$ cat config.mk
export PLATFORM = sky130hd
export DESIGN_NAME = pixel_fifo
export DESIGN_NICKNAME = d
export VERILOG_FILES = /design/src/rtl/pixel_fifo_pkg.sv /design/src/rtl/pixel_fifo_mem.sv /design/src/rtl/pixel_fifo.sv
export SDC_FILE = /design/constraint.sdc
export NUM_CORES = 1
export LEC_CHECK = 0
export BUFFER_PORTS_ARGS = -buffer_cell sky130_fd_sc_hd__buf_2
export CAP_MARGIN = 20
export CORE_MARGIN = 2
export CORE_UTILIZATION = 54
export CTS_BUF_LIST = sky130_fd_sc_hd__clkbuf_4
export DETAILED_ROUTE_END_ITERATION = 12
export HOLD_SLACK_MARGIN = 0.05
export PLACE_DENSITY = 0.72
export SLEW_MARGIN = 20
export SYNTH_ARGS = -nofsm -noshare
export SYNTH_HDL_FRONTEND = slang
export SYNTH_SLANG_ARGS = --single-unit
$ cat constraint.sdc
create_clock -name clk -period 5.3 [get_ports clk]
set_input_delay 1.325 -clock clk [delete_from_list [all_inputs] [get_ports clk]]
set_output_delay 1.325 -clock clk [all_outputs]
set_load 0.05 [all_outputs]
$ cat src/rtl/pixel_fifo_pkg.sv
// pixel_fifo_pkg: shared types and defaults for the pixel FIFO slice.
//   refill_state_e : refill request FSM states
//   DEF_*          : default DATA_W / DEPTH / BURST_LEN
//   pack_rgb / rgb_chan : {R,G,B} byte pack / unpack helpers
package pixel_fifo_pkg;

    typedef enum logic [1:0] {
        IDLE    = 2'd0,
        REQ     = 2'd1,
        FILL    = 2'd2,
        DISCARD = 2'd3
    } refill_state_e;

    localparam int DEF_DATA_W    = 24;
    localparam int DEF_DEPTH     = 16;
    localparam int DEF_BURST_LEN = 4;

    function automatic logic [23:0] pack_rgb(input logic [7:0] r,
                                             input logic [7:0] g,
                                             input logic [7:0] b);
        return {r, g, b};
    endfunction

    // idx 0 = B, 1 = G, 2 = R
    function automatic logic [7:0] rgb_chan(input logic [23:0] px,
                                            input int unsigned idx);
        logic [7:0] ch;
        ch = '0;
        for (int unsigned i = 0; i < 3; i++) begin
            if (i == idx) ch = px[8*i +: 8];
        end
        return ch;
    endfunction

endpackage

$ cat src/rtl/pixel_fifo_mem.sv
// pixel_fifo_mem: simple dual-port storage, synchronous write, asynchronous read.
//   clk     : write clock
//   wr_en   : write strobe, wr_addr/wr_data captured on the rising edge
//   rd_addr : read index, rd_data follows combinationally
// Contents are not reset.
module pixel_fifo_mem
    import pixel_fifo_pkg::*;
#(
    parameter int DATA_W = DEF_DATA_W,
    parameter int DEPTH  = DEF_DEPTH,
    localparam int AW    = $clog2(DEPTH)
) (
    input  logic              clk,
    input  logic              wr_en,
    input  logic [AW-1:0]     wr_addr,
    input  logic [DATA_W-1:0] wr_data,
    input  logic [AW-1:0]     rd_addr,
    output logic [DATA_W-1:0] rd_data
);

    logic [DATA_W-1:0] mem [DEPTH];

    always_ff @(posedge clk) begin
        if (wr_en) mem[wr_addr] <= wr_data;
    end

    always_comb rd_data = mem[rd_addr];

endmodule

$ cat src/rtl/pixel_fifo.sv
// pixel_fifo: first-word-fall-through pixel buffer with fill level, low-water
// threshold, sticky error flags, synchronous flush and a burst refill FSM.
//   clk, reset_n (async, active low)
//   wr_en/wr_data        : bus read-data beats into the buffer
//   rd_en/rd_data        : pixel pop strobe / head entry (valid when !empty)
//   full, empty, level   : occupancy, combinational from registered pointers
//   thresh/below_thresh  : low-water compare (level <= thresh)
//   flush                : discard all contents this cycle
//   clr_err, overflow, underflow : sticky error flags
//   refill_en/req/ack, burst_done : bus refill handshake
// Optional (define PIXEL_FIFO_WATERMARK_EN): max_level, underrun_cnt.
module pixel_fifo
    import pixel_fifo_pkg::*;
#(
    parameter int DATA_W    = DEF_DATA_W,
    parameter int DEPTH     = DEF_DEPTH,
    parameter int BURST_LEN = DEF_BURST_LEN,
    localparam int AW       = $clog2(DEPTH)
) (
    input  logic              clk,
    input  logic              reset_n,
    input  logic              wr_en,
    input  logic [DATA_W-1:0] wr_data,
    input  logic              rd_en,
    output logic [DATA_W-1:0] rd_data,
    output logic              full,
    output logic              empty,
    output logic [AW:0]       level,
    input  logic [AW:0]       thresh,
    output logic              below_thresh,
    input  logic              flush,
    input  logic              clr_err,
    output logic              overflow,
    output logic              underflow,
    input  logic              refill_en,
    output logic              refill_req,
    input  logic              refill_ack,
    output logic              burst_done
`ifdef PIXEL_FIFO_WATERMARK_EN
    ,
    output logic [AW:0]       max_level,
    output logic [15:0]       underrun_cnt
`endif
);

    localparam int CW = (BURST_LEN > 1) ? $clog2(BURST_LEN) : 1;
    localparam logic [AW:0]   DEPTH_V = (AW+1)'(DEPTH);
    localparam logic [AW:0]   BURST_V = (AW+1)'(BURST_LEN);
    localparam logic [CW-1:0] LAST_BEAT = CW'(BURST_LEN - 1);

    logic [AW:0]   wr_ptr, rd_ptr;
    logic [AW:0]   space;
    logic          wr_req, wr_acc, rd_acc;
    logic          ovf_set, udf_set;
    refill_state_e state;
    logic [CW-1:0] beat_cnt;

    // ---------------- occupancy ----------------
    always_comb begin
        level        = wr_ptr - rd_ptr;
        empty        = (wr_ptr == rd_ptr);
        full         = (wr_ptr[AW] != rd_ptr[AW]) &&
                       (wr_ptr[AW-1:0] == rd_ptr[AW-1:0]);
        below_thresh = (level <= thresh);
        space        = DEPTH_V - level;
    end

    // Beats arriving while discarding are consumed without being stored,
    // and so also cannot raise overflow.
    always_comb begin
        wr_req  = wr_en && !flush && (state != DISCARD);
        wr_acc  = wr_req && !full;
        ovf_set = wr_req && full;
        rd_acc  = rd_en && !flush && !empty;
        udf_set = rd_en && !flush && empty;
    end

    pixel_fifo_mem #(
        .DATA_W (DATA_W),
        .DEPTH  (DEPTH)
    ) u_mem (
        .clk     (clk),
        .wr_en   (wr_acc),
        .wr_addr (wr_ptr[AW-1:0]),
        .wr_data (wr_data),
        .rd_addr (rd_ptr[AW-1:0]),
        .rd_data (rd_data)
    );

    // ---------------- pointers ----------------
    always_ff @(posedge clk or negedge reset_n) begin
        if (!reset_n) begin
            wr_ptr <= '0;
            rd_ptr <= '0;
        end else if (flush) begin
            wr_ptr <= '0;
            rd_ptr <= '0;
        end else begin
            if (wr_acc) wr_ptr <= wr_ptr + 1'b1;
            if (rd_acc) rd_ptr <= rd_ptr + 1'b1;
        end
    end

    // ---------------- sticky flags (set beats clear) ----------------
    always_ff @(posedge clk or negedge reset_n) begin
        if (!reset_n) begin
            overflow  <= 1'b0;
            underflow <= 1'b0;
        end else begin
            if (ovf_set)      overflow <= 1'b1;
            else if (clr_err) overflow <= 1'b0;
            if (udf_set)      underflow <= 1'b1;
            else if (clr_err) underflow <= 1'b0;
        end
    end

    // ---------------- refill FSM ----------------
    always_ff @(posedge clk or negedge reset_n) begin
        if (!reset_n) begin
            state      <= IDLE;
            beat_cnt   <= '0;
            refill_req <= 1'b0;
            burst_done <= 1'b0;
        end else begin
            burst_done <= 1'b0;
            unique case (state)
                IDLE: begin
                    if (refill_en && below_thresh && (space >= BURST_V)) begin
                        state      <= REQ;
                        refill_req <= 1'b1;
                    end
                end
                REQ: begin
                    // An ack the bus already gave must still be drained, so an
                    // ack coinciding with flush goes straight to DISCARD.
                    if (refill_ack) begin
                        refill_req <= 1'b0;
                        beat_cnt   <= '0;
                        state      <= flush ? DISCARD : FILL;
                    end else if (flush || !refill_en) begin
                        refill_req <= 1'b0;
                        state      <= IDLE;
                    end
                end
                FILL, DISCARD: begin
                    if (wr_en && (beat_cnt == LAST_BEAT)) begin
                        burst_done <= 1'b1;
                        beat_cnt   <= '0;
                        state      <= IDLE;
                    end else begin
                        if (wr_en) beat_cnt <= beat_cnt + 1'b1;
                        if (flush) state <= DISCARD;
                    end
                end
                default: state <= IDLE;
            endcase
        end
    end

`ifdef PIXEL_FIFO_WATERMARK_EN
    // Peak tracks the registered level, so it trails a new maximum by one cycle.
    always_ff @(posedge clk or negedge reset_n) begin
        if (!reset_n) begin
            max_level    <= '0;
            underrun_cnt <= '0;
        end else begin
            if (clr_err)                max_level <= level;
            else if (level > max_level) max_level <= level;

            if (udf_set) begin
                if (clr_err)                   underrun_cnt <= 16'd1;
                else if (underrun_cnt != '1)   underrun_cnt <= underrun_cnt + 1'b1;
            end else if (clr_err) begin
                underrun_cnt <= '0;
            end
        end
    end
`endif

endmodule

==> metrics.txt <==
Area after DPL 16900 um^2; leading cell types in the layout, fill and taps excluded edfxtp_1 (384), clkbuf_4 (138), nand2_1 (112); Via density 5.82; CP Max Fanout 13; Worst VDD drop 0.281 mV; post-route cell area 18200 um^2; period utilization 0.952; Pwr Density 421 nW/um^2; WL per Instance 23.4 um; final setup skew 41.6 ps; post-CTS sizing 0; WL met1 14300 um; DRT antenna net count 0; RSZ-0062 raised after global routing no; synth unique cells 42; H-tree levels 3; largest cells by area after synthesis edfxtp_1 (72%), mux4_2 (14%), dfrtp_1 (2.8%), nand2_1 (2.6%), ha_1 (1.2%); DP Cell Count 1260; vias in the first global route 8728; Synth Area in Compound Gates 0.0215; iteration-0 DRC count of the detailed router 898; Worst-Skew Late Latency 730 ps; Residual DRC 0; clock buffer depth 3; max_cap viols 0; number of placed I/O pins 73; Inserted Clock Buffers 99; Final GP Congestion 0.767; EDFF count, synth 384; Setup crit end kind output port; CP Class reg -> out; largest net degree at the start of global routing 57; Ys Warns 0; Final nets 1032; first-pass GRT wire length 50500 um; Tightest Hold Check Type reg -> reg; Clock Pin Slew Worst Setup and Hold Paths 70 ps; mean area per synthesized cell 19.4 um^2; ys async rst share 0.0448; critical path arrival 3720 ps; Slew @ Worst Pin 1110 ps; CTS root buf clkbuf_4; Horiz. Die Dim 176 um; largest family of logic cells by synthesized area multiplexers; number of synthesized register bits 402; sequential fraction of the synthesis area 0.750; setup ws final 252 ps; Post-Route Setup TNS 0 ps; die area 31000 um^2; hpwl dp 17700 um; Post-Route WL 33800 um; hold_ws 523 ps; port bufs 72; Post-Syn Instances 824; Slew Limit Fails 0; routed wire length on met2 16900 um; cts hold-fix bufs 0; share of layout cells above drive strength 1 0.342; commonest non-fill, non-tap cell in the layout edfxtp_1; Pleak 6.13 nW; Finished Layout Cells 1442; ys flop type edfxtp_1; area leader, netlist edfxtp_1; Routed met3 length 1870 um; post-synthesis xor/xnor area fraction 0.00776; Final Setup Violations 0; row count 62; Total GRT Usage 0.223; Synth Area in Simple Gates 0.0505; Place WS 859 ps; CTS tree done; Initial Util 0.552; drt first pass iters 5; core footprint 28900 um^2; CP required 3970 ps; Via Count 8397; multiplexer share of the synthesized area 0.137; Worst setup SP type flip-flop; Max Clock Freq 0.198 GHz; Highest Signal Layer met4; Die Ht 176 um; post-synth top area share 0.722; mapped cell area 16000 um^2; Sink Count 402; initial antenna violation count 2; status finished clean; total gr overflow 0; adder-cell area share of the yosys netlist 0.0130; Fin. Hold Viols 0; syn_nets 877; min Tclk post-route 5050 ps; P&R area growth vs syn 13.8%; Max-slew headroom 0.255
==> worst max-delay path: stages (launching register included) <==
cell and delay (ps):
dfrtp_4 600, ha_1 290, fa_1 410, nand2b_1 160, a21oi_1 150, xnor2_1 190
inv_1 90, ha_1 300, nand4_1 110, or2_2 290, o31a_1 120, inv_1 60
buf_2 250
==> area by class of cell <==
type                       count  area [um^2]
clock buffer                 138         1040
timing repair buffer          94          626
sequential                   402        12000
inverter                      19         71.3
antenna                        2         5.00
multi-input combinational    363         3740
fill                        2083        10800
tap                          384          480
clock inverter                40          216
==> metal layers <==
| metal | vias up | global-route usage |
|---|---|---|
| met1 | 4366 | 0.306 |
| met2 | 297 | 0.365 |
| met4 | 0 | 0.0809 |
| met5 | - | 0 |
| li1 | 3680 | - |
| met3 | 54 | 0.0413 |
==> power by group <==
group / total (mW) / switching (mW) / leakage [nW] / internal [mW]
registers: 3.62 / 0.0683 / 3.69 / 3.56
logic: 1.54 / 0.938 / 1.72 / 0.598
clock network: 2.50 / 1.19 / 0.727 / 1.30
total: 7.66 / 2.20 / 6.13 / 5.46
==> cell families (layout without fill, tap and decap cells) <==
logic type	Yosys count	after routing
other	0	2
AO/OA/AOI/OAI	51	51
multiplexers	98	98
adder cells (fa/ha/maj)	16	16
XOR/XNOR	12	12
AND/OR/NAND/NOR	186	186
buffers and inverters	59	291
flip-flops	402	402
==> registers in the layout (all words and copies together) (netlist names) <==
| name | cells |
|---|---|
| state | 2 |
| rd_ptr | 5 |
| refill_req | 1 |
| u_mem.mem | 384 |
| underflow | 1 |
| wr_ptr | 5 |
| beat_cnt | 2 |
| overflow | 1 |
| burst_done | 1 |
==> path summary, 6_finish.rpt <==
path / end / cells past startpoint / from / slack (ps)
setup / recovery: below_thresh / 12 / rd_ptr[0] / 250
hold / removal: refill_req / 2 / refill_req / 520
setup reg to reg: u_mem.mem[1][10] / 7 / rd_ptr[2] / 1860
hold reg to reg: refill_req / 2 / refill_req / 520
max in group asynchronous: rd_ptr[1] / 1 / reset_n / 4410
min in group asynchronous: refill_req / 1 / reset_n / 550
==> through the flow <==
| step | util | power, mW |
|---|---|---|
| 3_3_place_gp | 0.582 | 5.21 |
| 6_report | 0.628 | 7.66 |
| 2_1_floorplan | - | 4.92 |
| 3_5_place_dp | 0.583 | 5.23 |
| 4_1_cts | 0.626 | 7.72 |
| 5_1_grt | 0.628 | 7.99 |
==> cell usage after synthesis (3+ instances only) <==
cell type / instances
xnor2_1: 6
nand2b_1: 4
nand4_1: 5
edfxtp_1: 384
dfrtp_1: 18
buf_6: 11
mux4_2: 96
buf_2: 9
nor3_1: 5
a31oi_1: 24
inv_1: 17
o21ai_0: 3
and3_1: 26
nor2_1: 28
clkbuf_1: 18
nand2_1: 112
a21oi_1: 9
xor2_1: 5
ha_1: 15
==> timing repair <==
action / CTS / global route
setup endpoints to repair: 0 / 1
buffers inserted: 0 / 1
endpoints found under the hold margin: 0 / 0
Power figures use the tool's default switching activity.
